`src/rtl/pipe_pkg.sv`:
```
// Shared definitions for handshaked pipeline-stage registers.
package pipe_pkg;

  typedef enum logic [1:0] {
    EMPTY   = 2'b00,
    FULL    = 2'b01,
    SKIDDED = 2'b10
  } pipe_state_t;

  // Canonical bubble for instruction fields: sll $0,$0,0.
  localparam logic [31:0] NOP_INST = 32'h0000_0000;

endpackage

```
`src/rtl/pipe_reg_hs_if.sv`:
```
// Valid/ready handshake bundle for one pipeline stage, including flush and perf-counter controls.
interface pipe_reg_hs_if #(
  parameter int unsigned DATA_W = 64,
  parameter int unsigned CNT_W  = 16
);
  logic              in_valid;
  logic [DATA_W-1:0] in_data;
  logic              in_ready;
  logic              out_valid;
  logic [DATA_W-1:0] out_data;
  logic              out_ready;
  logic              flush;
  logic [CNT_W-1:0]  stall_cnt;
  logic              clr_cnt;

  // Environment side: drives both the upstream producer and downstream consumer ends.
  modport master (
    output in_valid, in_data, out_ready, flush, clr_cnt,
    input  in_ready, out_valid, out_data, stall_cnt
  );

  modport slave (
    input  in_valid, in_data, out_ready, flush, clr_cnt,
    output in_ready, out_valid, out_data, stall_cnt
  );
endinterface

```
`src/rtl/sat_counter.sv`:
```
// Saturating up-counter with synchronous clear; clear wins over increment.
module sat_counter #(
  parameter int unsigned CNT_W = 16
) (
  input  logic             clock,
  input  logic             reset,
  input  logic             i_inc,
  input  logic             i_clr,
  output logic [CNT_W-1:0] o_count
);
  logic [CNT_W-1:0] r_count;

  // NOTE: sequential state uses <= so every flop samples pre-edge values.
  always_ff @(posedge clock or posedge reset) begin
    if (reset) begin
      r_count <= '0;
    end else if (i_clr) begin
      r_count <= '0;
    end else if (i_inc && (r_count != {CNT_W{1'b1}})) begin
      r_count <= r_count + CNT_W'(1);
    end
  end

  assign o_count = r_count;
endmodule

```
`src/rtl/pipe_reg_hs.sv`:
```
// Handshaked pipeline-stage register with optional skid slot, flush-to-bubble and a stall counter.
module pipe_reg_hs
  import pipe_pkg::*;
#(
  parameter int unsigned       DATA_W      = 64,
  parameter int unsigned       SKID        = 1,
  parameter logic [DATA_W-1:0] BUBBLE_DATA = DATA_W'(NOP_INST),
  parameter int unsigned       CNT_W       = 16
) (
  input  logic          clock,
  input  logic          reset,
  pipe_reg_hs_if.slave  bus
);
  pipe_state_t       r_state, w_state_nxt;
  logic [DATA_W-1:0] r_m, r_s, w_m_nxt, w_s_nxt;
  logic              w_out_valid, w_in_ready, w_accept, w_consume, w_stall;

  assign w_out_valid = (r_state != EMPTY);
  assign w_accept    = bus.in_valid & w_in_ready;
  assign w_consume   = w_out_valid & bus.out_ready;

  // With the skid slot, in_ready depends only on registered state, breaking the out_ready path.
  generate
    if (SKID != 0) begin : g_skid
      assign w_in_ready = (r_state != SKIDDED);
    end else begin : g_noskid
      assign w_in_ready = ~w_out_valid | bus.out_ready;
    end
  endgenerate

  // NOTE: data registers are reset too, because out_data must read as the bubble straight after reset.
  always_ff @(posedge clock or posedge reset) begin
    if (reset) begin
      r_state <= EMPTY;
      r_m     <= BUBBLE_DATA;
      r_s     <= BUBBLE_DATA;
    end else begin
      r_state <= w_state_nxt;
      r_m     <= w_m_nxt;
      r_s     <= w_s_nxt;
    end
  end

  // NOTE: every output of this block gets a default first, so no path can infer a latch.
  always_comb begin
    w_state_nxt = r_state;
    w_m_nxt     = r_m;
    w_s_nxt     = r_s;
    if (bus.flush) begin
      w_state_nxt = EMPTY;
      w_m_nxt     = BUBBLE_DATA;
      w_s_nxt     = BUBBLE_DATA;
    end else begin
      unique case (r_state)
        EMPTY: begin
          if (w_accept) begin
            w_state_nxt = FULL;
            w_m_nxt     = bus.in_data;
          end
        end
        FULL: begin
          if (w_accept && w_consume) begin
            w_m_nxt = bus.in_data;
          end else if (w_accept) begin
            w_state_nxt = SKIDDED;
            w_s_nxt     = bus.in_data;
          end else if (w_consume) begin
            w_state_nxt = EMPTY;
            w_m_nxt     = BUBBLE_DATA;
          end
        end
        SKIDDED: begin
          if (w_consume) begin
            w_state_nxt = FULL;
            w_m_nxt     = r_s;
            w_s_nxt     = BUBBLE_DATA;
          end
        end
        default: begin
          w_state_nxt = EMPTY;
          w_m_nxt     = BUBBLE_DATA;
          w_s_nxt     = BUBBLE_DATA;
        end
      endcase
    end
  end

  assign w_stall = w_out_valid & ~bus.out_ready & ~bus.flush;

  sat_counter #(.CNT_W(CNT_W)) u_stall_cnt (
    .clock   (clock),
    .reset   (reset),
    .i_inc   (w_stall),
    .i_clr   (bus.clr_cnt),
    .o_count (bus.stall_cnt)
  );

  assign bus.in_ready  = w_in_ready;
  assign bus.out_valid = w_out_valid;
  assign bus.out_data  = r_m;
endmodule

```
`src/flat_wrapper.sv`:
```
// flat-port wrapper written by rule: the top's interface ports become plain ports
module pipe_reg_hs_flat import pipe_pkg::*;
#(
  parameter int unsigned       DATA_W      = 64,
  parameter int unsigned       SKID        = 1,
  parameter logic [DATA_W-1:0] BUBBLE_DATA = DATA_W'(NOP_INST),
  parameter int unsigned       CNT_W       = 16
)
  (clock, reset, bus_in_valid, bus_in_data, bus_out_ready, bus_flush, bus_clr_cnt, bus_in_ready, bus_out_valid, bus_out_data, bus_stall_cnt);
  pipe_reg_hs_if #(.DATA_W(DATA_W), .CNT_W(CNT_W)) bus_i ();
  input  logic clock;
  input  logic reset;
  input wire logic [$bits(bus_i.in_valid)-1:0] bus_in_valid;
  input wire logic [$bits(bus_i.in_data)-1:0] bus_in_data;
  input wire logic [$bits(bus_i.out_ready)-1:0] bus_out_ready;
  input wire logic [$bits(bus_i.flush)-1:0] bus_flush;
  input wire logic [$bits(bus_i.clr_cnt)-1:0] bus_clr_cnt;
  output wire logic [$bits(bus_i.in_ready)-1:0] bus_in_ready;
  output wire logic [$bits(bus_i.out_valid)-1:0] bus_out_valid;
  output wire logic [$bits(bus_i.out_data)-1:0] bus_out_data;
  output wire logic [$bits(bus_i.stall_cnt)-1:0] bus_stall_cnt;
  assign bus_i.in_valid = bus_in_valid;
  assign bus_i.in_data = bus_in_data;
  assign bus_i.out_ready = bus_out_ready;
  assign bus_i.flush = bus_flush;
  assign bus_i.clr_cnt = bus_clr_cnt;
  assign bus_in_ready = bus_i.in_ready;
  assign bus_out_valid = bus_i.out_valid;
  assign bus_out_data = bus_i.out_data;
  assign bus_stall_cnt = bus_i.stall_cnt;
  pipe_reg_hs #(.DATA_W(DATA_W), .SKID(SKID), .BUBBLE_DATA(BUBBLE_DATA), .CNT_W(CNT_W)) u_core (.clock(clock), .reset(reset), .bus(bus_i));
endmodule
```
`config.mk`:
```
export PLATFORM = sky130hd
export DESIGN_NAME = pipe_reg_hs_flat
export DESIGN_NICKNAME = d
export VERILOG_FILES = /design/src/rtl/pipe_pkg.sv /design/src/rtl/pipe_reg_hs_if.sv /design/src/rtl/sat_counter.sv /design/src/rtl/pipe_reg_hs.sv /design/src/flat_wrapper.sv
export SDC_FILE = /design/constraint.sdc
export NUM_CORES = 1
export LEC_CHECK = 0
export ABC_AREA = 1
export CELL_PAD_IN_SITES_DETAIL_PLACEMENT = 0
export CELL_PAD_IN_SITES_GLOBAL_PLACEMENT = 1
export CORE_UTILIZATION = 40
export DETAILED_ROUTE_END_ITERATION = 6
export PLACE_DENSITY = 0.85
export SYNTH_ARGS = -nofsm -noshare
export SYNTH_HDL_FRONTEND = slang
export SYNTH_SLANG_ARGS = --single-unit
export TNS_END_PERCENT = 30
```
`constraint.sdc`:
```
create_clock -name clock -period 8.4 [get_ports clock]
set_input_delay 2.1 -clock clock [delete_from_list [all_inputs] [get_ports clock]]
set_output_delay 2.1 -clock clock [all_outputs]
set_load 0.02 [all_outputs]
```
Word level (Yosys, flattened, before mapping) --
Index checks and enable logic that the tools add are counted.
Word-level totals: flip-flop bits (word level) 146, input bits 70
Cells by class: add/sub/neg operators 1, eq/ne operators 12, muxes and demuxes 19, bitwise operators 6, reductions and logical operators 8
Operators by type and width (number):
- $mux 64 | 8
- $pmux 64 s3 | 2
- $mux 16 | 2
- $add 16x1->16 const B | 1
- $ne 16x16->1 const B | 1
- $mux 2 | 6
- $reduce_and 4->1 | 3
- $ne 3x2->1 const B | 3
- $ne 4x2->1 const B | 2
- $pmux 2 s3 | 1
- $and 1x1->1 | 4
- $ne 2x2->1 const B | 2
- $ne 4x4->1 const B | 1
- $reduce_bool 2->1 | 2
- $ne 3x3->1 const B | 1
- $eq 2x1->1 const B | 1
- $eq 2x2->1 const B | 1
- $logic_and 1x1->1 | 2
- $logic_not 2->1 | 1
- $not 1->1 | 2

Longest topological paths before layout --
Gate-level depths: netlist of run 1.
depth in word-level cells 7, depth in mapped cells 11, mapped depth without buffers 9

Hierarchy --
Synthesis of run 1 repeated with hierarchy kept, for this count alone.
Second synthesis, totals: cells, all modules 1158, area, all modules 8237.9 um^2
Modules (own cells, without submodules):
- pipe_reg_hs | times used 1, cells each 997, area an instance 7156.9 um^2
- sat_counter | times used 1, cells each 161, area an instance 1081.0 um^2

Worst setup path after synthesis of run 1 --
No wires, ideal clock.
path kind in2reg, start in bus_flush, end reg u_core.u_stall_cnt.r_count[2], in the netlist u_core.u_stall_cnt.o_count[2], setup time 0.118 ns, arrival 2.972 ns, required time 8.282 ns, setup slack 5.310 ns, stages on the path 7, path buffers 1, cell sequence inv_1 -> nand3_2 -> nor2_1 -> nor2_4 -> buf_4 -> nand2_1 -> nand2_1
On the way: longest elaborated chain between the ends 4
Ends and longest elaborated chain:
- start: declaration | line flat_wrapper.sv:16 | input wire logic [$bits(bus_i.flush)-1:0] bus_flush;
- $not 1->1 | line pipe_reg_hs.sv:88 | assign w_stall = w_out_valid & ~bus.out_ready & ~bus.flush;
- $and 1x1->1 | line pipe_reg_hs.sv:88
- $logic_and 1x1->1 | line sat_counter.sv:19 | end else if (i_inc && (r_count != {CNT_W{1'b1}})) begin
- $reduce_bool 2->1 (no source line)
- end signal: assignment | line sat_counter.sv:20 | r_count <= r_count + CNT_W'(1);
- end: declaration | line sat_counter.sv:11 | logic [CNT_W-1:0] r_count;
No other way between the ends. A chain may end at the register's enable or synchronous reset.

Worst setup path after layout of run 1 --
start in bus_flush, end reg u_core.r_s[34]
On the way: longest elaborated chain between the ends 2
Ends and longest elaborated chain:
- $ne 3x2->1 (no source line) (tied with other cells)
- $reduce_and 4->1 (no source line)
- end signal: assignment | line pipe_reg_hs.sv:40 | r_s <= w_s_nxt;
- end: declaration | line pipe_reg_hs.sv:15 | logic [DATA_W-1:0] r_m, r_s, w_m_nxt, w_s_nxt;
Parallel ways exist; a longest one is shown, timed or not.

==> results of run 1 <==
[tightest hold or removal path: cells and delay by family (launching register included)]
| family | cells | cell delay (ns) |
|---|---|---|
| AND/OR/NAND/NOR | 2 | 0.10 |
| flip-flops | 1 | 0.34 |
[logic make-up after synthesis]
group | synth area share
adder cells (fa/ha/maj) | 0.00185
flip-flops | 0.542
AND/OR/NAND/NOR | 0.261
AO/OA/AOI/OAI | 0.142
XOR/XNOR | 0.00649
buffers and inverters | 0.0478
[area by class of cell]
class                   instances  area [sq um]
inverters                      16          65.1
flip-flops and latches        146          3650
fillers                      1565          7610
clock buffers                  26           519
repair buffers                157          1560
clock inverters                 4          47.5
multi-input cells             591          2800
well taps                     220           275
[cell usage in the layout (no fill, tap or decap)]
cell type and n:
a21oi_1 1, a21oi_4 1, a22o_1 64, buf_4 6, bufinv_16 1, clkbuf_1 3
clkbuf_16 17, clkbuf_8 6, clkdlybuf4s50_1 151, clkinv_2 2, clkinvlp_4 1, dfrtp_1 146
ha_1 1, inv_1 12, inv_2 3, inv_6 1, nand2_1 390, nand2_4 1
nand3_1 13, nand3_2 1, nand4_1 14, nor2_1 22, nor2_4 2, nor3_4 1
o211ai_1 1, o21ai_0 67, o21ai_4 1, o21bai_1 4, or2_2 2, xor2_1 5
[flip-flops by register name, summed over array words and instances, names as in the netlist]
register	cells
u_core.bus.out_data	64
u_core.r_s	64
u_core.u_stall_cnt.o_count	16
u_core.r_state	2
[synthesized netlist by cell type]
cell,count
buf_1,6
clkbuf_1,10
a22o_1,64
buf_2,21
nor2_4,2
nand2_1,391
a21oi_2,1
ha_1,1
nor2_1,22
nand3_2,1
dfrtp_1,146
o21ai_2,1
o21bai_1,4
buf_4,13
nand4_1,14
o211ai_1,1
nand3_1,13
nor3_2,1
a21oi_1,1
or2_2,2
inv_2,2
inv_1,14
o21ai_0,67
xor2_1,5
[where the power goes]
part | internal (mW) | switching, mW | total (mW) | leakage, nW
clock network | 0.451 | 0.284 | 0.735 | 0.278
registers | 0.837 | 0.0781 | 0.915 | 1.97
logic | 0.282 | 0.427 | 0.710 | 2.00
total | 1.57 | 0.789 | 2.36 | 4.25
[stage by stage]
step,cell area [sq um],util
finish,8920,0.540
CTS,8920,0.540
global placement,8350,0.505
floorplan,6750,-
detailed placement,8350,0.505
global route,8920,0.540
[metal layers]
metal  global-route usage  vias to the layer above
met2                0.313                      144
met5                    0                        -
met1                0.284                     2673
li1                     -                     2868
met4               0.0788                        0
met3               0.0450                       25
[how the worst max path moves through the flow]
stage | start | endpoint | cells after the start
after floorplan | reset | u_core.bus.out_data[0]$_DFFE_PP0P_ | 1
after CTS | bus_flush | u_core.r_s[21]$_DFFE_PP0P_ | 7
final | bus_flush | u_core.r_s[34]$_DFFE_PP0P_ | 7
after global placement | bus_flush | u_core.r_s[37]$_DFFE_PP0P_ | 7
after detailed placement | bus_flush | u_core.r_s[21]$_DFFE_PP0P_ | 7
after global routing | bus_flush | u_core.r_s[34]$_DFFE_PP0P_ | 7
==> reports/results.txt, run 1 <==
I/O pins: 152
Hold Vio Cnt, Final: 0
number of unique standard cell types used by synthesis: 24
Synth top area share: 0.542
wl on met1: 8230 um
hold worst-path end: u_core.bus.out_data[48]$_DFFE_PP0P_
total wire length: 17,000 um
final std cells w/o fill: 1,160
status: completed
post-route ant nets: 0
Die Height: 132 um
Synth area leader: dfrtp_1
pin count of the biggest net entering global routing: 129
routed via count: 5,710
final worst path period share: 0.475
worst path bufs/invs: 3
Post-Syn Area per Cell: 8.40 sq um
core area: 16,500 sq um
Setup WS post-layout: 4.41 ns
syn_nets: 874
DR iter-0 viols: 313
placed cell count: 1,130
met3 WL: 744 um
hold_sp: u_core.bus.out_data[48]$_DFFE_PP0P_
top routing layer in use: met4
crit-path leading delay family: simple AND/OR/NAND/NOR gates
minimum clock period: 3.99 ns
Syn Inst Count: 803
Synth Register Bits: 146
gr ovfl total: 0
Tot Pwr: 2.36 mW
Leakage: 4.25 nW
CP most frequent cell: inv_1
Rows: 47
Clock Path Buffers: 2
clk slew on worst S/H paths: 0.06 ns
Nets: 1,000
worst-path fanout max: 128
flop2flop setup slack: 5.94 ns
Clock Skew: 0.00693 ns
placer congestion estimate: 0.851
vias in the first global route: 5,458
Fin Hold WS: 0.474 ns
drt wl/cell: 14.7 um
Max Fclk: 0.251 GHz
H-tree level count: 4
Hold WC Path Type: reg -> reg
CP cell instances: clkdlybuf4s50_1 -> inv_1 -> nand3_1 -> nand2_1 -> inv_1 -> nand2_4 -> o21ai_0
YS warnings: 0
Setup CP Type: in -> reg
met2 wire length: 7730 um
Slew headroom: 0.224
DRT Pass-1 Iters: 4
Fin Setup TNS: 0 ns
pwr dens: 265 nW/um^2
clock root cell: clkbuf_16
R2R depth: 9
layout cells sized above 1: 0.0489
Syn-to-layout area delta: 32.2%
CTS resizes: 0
max_cap viols: 0
starting density of the core: 0.408
unrepaired setup endpoints after global routing: no
vias per std cell: 4.92
initial antenna violation count: 0
TritonCTS clock tree: done
postcts setup bufs: 0
RR Endpoint: u_core.u_stall_cnt.o_count[10]$_DFFE_PP0P_
gr usage total: 0.205
CTS buffer count: 17
crit end category: flip-flop
HPWL Detailed: 10,000 um
Seq/Total Area, Yosys: 0.542
Buffers on Ports: 151
Post-CTS Hold Buffers: 0
crit-path max cell delay: 0.76 ns
hold-critical path depth: 2
final setup fails: 0
Startpoint Class: input pin
worst vdd ir: 0.000151 V
Cell Area, Synth: 6750 sq um
Pins Over Slew Limit: 0
Reg-to-Reg Start: u_core.u_stall_cnt.o_count[0]$_DFFE_PP0P_
pre-CTS setup slack: 4.02 ns
Synth area leaders: dfrtp_1, nand2_1, a22o_1
first-pass GRT wire length: 28,300 um
Die X: 132 um
worst skew pair latency: 0.42 ns
actual slew at the worst max-slew pin: 1.16 ns
die area: 17,400 sq um
Data arrival, critical path: 4.22 ns
CP required: 8.64 ns
Remaining DRCs: 0
# diodes: 0
Num Clock Sinks: 146
Worst path slowest cell: nand2_4
Note: power is estimated with default switching activity, not from simulation.
==> run 2, diff against run 1 <==
--- a/config.mk
+++ b/config.mk
@@ -8,9 +8,9 @@
 export ABC_AREA = 1
 export CELL_PAD_IN_SITES_DETAIL_PLACEMENT = 0
 export CELL_PAD_IN_SITES_GLOBAL_PLACEMENT = 1
-export CORE_UTILIZATION = 40
+export CORE_UTILIZATION = 37
 export DETAILED_ROUTE_END_ITERATION = 6
-export PLACE_DENSITY = 0.85
+export PLACE_DENSITY = 0.8
 export SYNTH_ARGS = -nofsm -noshare
 export SYNTH_HDL_FRONTEND = slang
 export SYNTH_SLANG_ARGS = --single-unit
==> constraint.sdc (replaced) <==
create_clock -name clock -period 4.1 [get_ports clock]
set_input_delay 1.025 -clock clock [delete_from_list [all_inputs] [get_ports clock]]
set_output_delay 1.025 -clock clock [all_outputs]
set_load 0.02 [all_outputs]
==> run 2 against run 1 <==
Effect of this change:
- combinational power is 110% higher
- clock power rose by 110%
- utilization shrank 3.6 points
- setup slack lost 3.2 ns
- routed wire length increased by 3.3%
- cell area is 1.2% higher
- critical path type is now reg -> out
- largest cell class unchanged
==> reports/results.txt, run 2 (same netlist as run 1, synthesis figures left out) <==
final setup fails: 0 (unchanged)
Num Clock Sinks: 146 (unchanged)
H-tree level count: 4 (unchanged)
pwr dens: 546 nW/um^2 (+110%)
drt wl/cell: 15.0 um (+2.0%)
Startpoint Class: flip-flop
Hold Vio Cnt, Final: 0 (unchanged)
Buffers on Ports: 151 (unchanged)
DRT Pass-1 Iters: 4 (unchanged)
core area: 17,900 sq um (+8.3%)
Die X: 137 um (+3.9%)
crit end category: output port
clk slew on worst S/H paths: 0.06 ns (about the same)
fill count: 1,737 (+11%)
Pins Over Slew Limit: 0 (unchanged)
clock root cell: clkbuf_16
Setup WS post-layout: 1.25 ns (-3.16 ns)
worst skew pair latency: 0.42 ns (about the same)
postcts setup bufs: 0 (unchanged)
Die Height: 137 um (+3.9%)
Remaining DRCs: 0 (unchanged)
Hold WC Path Type: reg -> reg
unrepaired setup endpoints after global routing: no
pin count of the biggest net entering global routing: 147 (+14%)
worst vdd ir: 0.000320 V (+110%)
CTS buffer count: 17 (unchanged)
HPWL Detailed: 10,200 um (+2.0%)
Syn-to-layout area delta: 33.7%
I/O pins: 152 (unchanged)
CTS resizes: 0 (unchanged)
max_cap viols: 0 (unchanged)
minimum clock period: 2.85 ns
starting density of the core: 0.377 (-0.0314)
pre-CTS setup slack: 1.13 ns (-2.90 ns)
most common cell after layout, fill and taps aside: nand2_1
Rows: 49 (+4.3%)
Post-CTS Hold Buffers: 0 (unchanged)
most frequent cells in the layout: nand2_1, clkdlybuf4s50_1, dfrtp_1
Clock Skew: 0.0116 ns (+0.00471 ns)
post-route ant nets: 0 (unchanged)
die area: 18,800 sq um (+8.0%)
status: completed
fin util: 0.504 (-0.0356)
Nets: 1,003 (+0.30%)
Slew headroom: 0.466 (+0.241)
DR iter-0 viols: 353 (+13%)
Clock Path Buffers: 2 (unchanged)
gr ovfl total: 0 (unchanged)
TritonCTS clock tree: done
Fin Setup TNS: 0 ns (unchanged)
routed via count: 5,670 (-0.70%)
total wire length: 17,600 um (+3.3%)
Data arrival, critical path: 1.82 ns (-2.40 ns)
final worst path period share: 0.695
placer congestion estimate: 0.790 (-7.1%)
vias in the first global route: 5,413 (-0.82%)
layout cells sized above 1: 0.0571 (+0.00821)
first-pass GRT wire length: 28,200 um (-0.39%)
worst-path fanout max: 5 (-96%)
FF/Latch Area: 3650 sq um (unchanged)
Leakage: 4.29 nW (+0.83%)
CP required: 3.07 ns (-5.57 ns)
actual slew at the worst max-slew pin: 0.801 ns (-0.362 ns)
Max Fclk: 0.351 GHz
Setup CP Type: reg -> out
initial antenna violation count: 1 (+1)
gr usage total: 0.195 (-0.00998)
multi-input logic area: 2800 sq um (unchanged)
vias per std cell: 4.83 (-2.0%)
run 2: worst paths after layout:
path	start	to	slack, ns	cells past startpoint
setup / recovery	u_core.r_state[0]$_DFFE_PP0P_	bus_out_valid	1.25	3
hold / removal	u_core.bus.out_data[43]$_DFFE_PP0P_	u_core.bus.out_data[43]$_DFFE_PP0P_	0.48	2
setup reg to reg	u_core.r_state[0]$_DFFE_PP0P_	u_core.bus.out_data[11]$_DFFE_PP0P_	2.01	8
hold reg to reg	u_core.bus.out_data[43]$_DFFE_PP0P_	u_core.bus.out_data[43]$_DFFE_PP0P_	0.48	2
max in group asynchronous	reset	u_core.bus.out_data[15]$_DFFE_PP0P_	2.34	3
min in group asynchronous	reset	u_core.bus.out_data[46]$_DFFE_PP0P_	1.21	3
run 2: layout make-up:
type                            count  share of cell area
Antenna cell                        1            0.000277
Clock buffer                       19              0.0502
Clock inverter                     13              0.0148
Inverter                           16             0.00707
Multi-Input combinational cell    591               0.310
Sequential cell                   146               0.405
Tap cell                          229              0.0318
Timing Repair Buffer              160               0.181
run 2: worst max-delay path, cell delays in order, from the launching register on:
cell and delay [ns]:
dfrtp_1 0.43, inv_1 0.15, nand2_1 0.17, clkdlybuf4s50_1 0.66
run 2: power breakdown:
group	internal, mW	total, mW	switching, mW
clock network	0.926	1.55	0.624
registers	1.71	1.88	0.164
logic	0.609	1.50	0.887
run 2: per-layer routing:
metal | global-route usage | share of wire | vias up | wire length (um)
met1 | 0.273 | 0.49 | 2637 | 8610
met2 | 0.295 | 0.44 | 139 | 7770
li1 | - | - | 2880 | -
met4 | 0.0598 | 0.011 | 0 | 201
met3 | 0.0481 | 0.057 | 14 | 1010
met5 | 0 | 0 | - | 0
run 2: stage by stage:
stage | power, mW | area [sq um] | std cells | hold slack (ns)
finish | 4.92 | 9020 | 1175 | 0.476
global route | 5.22 | 9020 | 1174 | 0.489
CTS | 4.98 | 9020 | 1174 | 0.481
detailed placement | 3.41 | 8430 | 1142 | 0.464
global placement | 3.40 | 8430 | 1142 | 0.461
floorplan | 2.79 | 6750 | 803 | 0.453
==> run 3, diff against run 2 <==
==> constraint.sdc (replaced) <==
create_clock -name clock -period 2.8 [get_ports clock]
set_input_delay 0.7 -clock clock [delete_from_list [all_inputs] [get_ports clock]]
set_output_delay 0.7 -clock clock [all_outputs]
set_load 0.02 [all_outputs]
==> run 3 against run 2 <==
Effect of this change:
- die area is the same
- setup slack got worse by 0.93 ns
- clock power rose by 70%
- utilization up 1.3 points
- power up 55%
- flip-flop and latch count did not move
- non-clock buffer count increased by 9
- first-iteration DRC count is 15% lower
- routed wire length down 1.5%
- worst hold slack got worse by 0.0017 ns
- cell count grew 0.60%
- critical path type unchanged
- largest cell class unchanged
==> reports/results.txt, run 3 (same netlist as run 1, synthesis figures left out) <==
starting density of the core: 0.377 (unchanged)
crit-path leading delay family: buffers and inverters
hold_sp: u_core.bus.out_data[39]$_DFFE_PP0P_
post-route ant nets: 0 (unchanged)
gr usage total: 0.192 (-0.00259)
clk slew on worst S/H paths: 0.06 ns (about the same)
placed cell count: 1,151 (+0.79%)
I/O pins: 152 (unchanged)
Num Clock Sinks: 146 (unchanged)
Hold Vio Cnt, Final: 0 (unchanged)
total wire length: 17,300 um (-1.5%)
initial antenna violation count: 1 (unchanged)
Max Fclk: 0.404 GHz
hold-critical path depth: 2 (unchanged)
CP required: 2.10 ns (-0.97 ns)
pin count of the biggest net entering global routing: 67 (-54%)
worst path bufs/invs: 2 (unchanged)
RR Endpoint: u_core.u_stall_cnt.o_count[8]$_DFFE_PP0P_
DR iter-0 viols: 300 (-15%)
status: completed
placer congestion estimate: 0.804 (+1.8%)
Worst path slowest cell: clkdlybuf4s50_1
Setup CP Type: reg -> out
postcts setup bufs: 0 (unchanged)
Die Height: 137 um (unchanged)
Pins Over Slew Limit: 0 (unchanged)
pre-CTS setup slack: 0.362 ns (-0.764 ns)
DRT Pass-1 Iters: 5 (+1)
Startpoint Class: flip-flop
Die X: 137 um (unchanged)
most frequent cells in the layout: nand2_1, clkdlybuf4s50_1, dfrtp_1
first-pass GRT wire length: 27,800 um (-1.5%)
Setup WS post-layout: 0.322 ns (-0.928 ns)
Nets: 1,012 (+0.90%)
final setup fails: 0 (unchanged)
fin util: 0.517 (+0.0133)
worst-path fanout max: 5 (unchanged)
Clock Path Buffers: 2 (unchanged)
final worst path period share: 0.885
CTS resizes: 0 (unchanged)
worst vdd ir: 0.000459 V (+44%)
hold worst-path end: u_core.bus.out_data[39]$_DFFE_PP0P_
HPWL Detailed: 10,700 um (+4.4%)
flop2flop setup slack: 0.92 ns (-1.09 ns)
Remaining DRCs: 0 (unchanged)
Post-CTS Hold Buffers: 0 (unchanged)
TritonCTS clock tree: done
minimum clock period: 2.48 ns
Clock Skew: 0.00863 ns (-0.00301 ns)
Syn-to-layout area delta: 37.2%
crit end category: output port
Rows: 49 (unchanged)
core area: 17,900 sq um (unchanged)
most common cell after layout, fill and taps aside: nand2_1
CP cell instances: inv_2 -> nand2_1 -> clkdlybuf4s50_1
clock root cell: clkbuf_16
worst skew pair latency: 0.41 ns (about the same)
gr ovfl total: 0 (unchanged)
unrepaired setup endpoints after global routing: no
Slew headroom: 0.488 (+0.0218)
drt wl/cell: 14.7 um (-2.1%)
die area: 18,800 sq um (unchanged)
R2R depth: 9 (+1)
vias per std cell: 4.88 (+1.1%)
layout cells sized above 1: 0.0630 (+0.00582)
max_cap viols: 0 (unchanged)
Fin Hold WS: 0.474 ns (-0.00168 ns)
Leakage: 4.40 nW (+2.7%)
vias in the first global route: 5,397 (-0.30%)
# diodes: 0 (-1)
final std cells w/o fill: 1,182 (+0.60%)
Reg-to-Reg Start: u_core.u_stall_cnt.o_count[0]$_DFFE_PP0P_
Buffers on Ports: 151 (unchanged)
crit-path max cell delay: 0.65 ns (about the same)
actual slew at the worst max-slew pin: 0.769 ns (-0.0328 ns)
Fin Setup TNS: 0 ns (unchanged)
H-tree level count: 4 (unchanged)
Data arrival, critical path: 1.78 ns (-0.04 ns)
CTS buffer count: 17 (unchanged)
pwr dens: 826 nW/um^2 (+51%)
Critical Path Stages: 3 (unchanged)
Hold WC Path Type: reg -> reg
routed via count: 5,765 (+1.7%)
run 3: cell count changes in the layout (fill, tap and decap cells not counted), moves of 3 or more:
cell / change
buf_12: +6
clkinv_2: -5
bufinv_16: +4
buf_4: +3
run 3: per-layer routing:
| metal | wire length (um) | GRT usage |
|---|---|---|
| met3 | 888 | 0.0437 |
| met4 | 199 | 0.0623 |
| met2 | 7890 | 0.292 |
| met1 | 8350 | 0.270 |
| met5 | 0 | 0 |
run 3: final cells by class:
class | instances | area, sq um
well taps | 229 | 287
fillers | 1728 | 8640
repair buffers | 169 | 1770
multi-input cells | 591 | 2800
flip-flops and latches | 146 | 3650
clock buffers | 23 | 488
inverters | 16 | 63.8
clock inverters | 8 | 196
run 3: power by group:
part | internal [mW] | switching (mW) | total [mW]
Clock | 1.77 | 0.865 | 2.63
Combinational | 0.958 | 1.31 | 2.27
Sequential | 2.51 | 0.236 | 2.75
Total | 5.24 | 2.41 | 7.65
run 3: worst max-delay path by stage:
stage	startpoint	end
global placement	bus_in_valid	u_core.r_s[21]$_DFFE_PP0P_
CTS	u_core.r_state[1]$_DFFE_PP0P_	bus_out_valid
floorplan	reset	u_core.bus.out_data[0]$_DFFE_PP0P_
finish	u_core.r_state[1]$_DFFE_PP0P_	bus_out_valid
detailed placement	bus_flush	u_core.r_s[37]$_DFFE_PP0P_
global route	u_core.r_state[0]$_DFFE_PP0P_	bus_out_valid
run 3: worst reg2reg max path: stages, from the launching register on:
cell and delay [ns]:
dfrtp_1 0.44, ha_1 0.21, nand3_1 0.19, inv_2 0.10
nand2_1 0.11, nor2_1 0.15, nor2_1 0.10, nor2_4 0.32
nand2_1 0.09, nand2_1 0.09
run 3: per-stage QoR:
| step | area (sq um) | power (mW) |
|---|---|---|
| after floorplan | 6750 | 4.09 |
| after global placement | 8570 | 5.06 |
| after detailed placement | 8570 | 5.08 |
| after CTS | 9260 | 7.76 |
| after global routing | 9260 | 8.08 |
| final | 9260 | 7.65 |
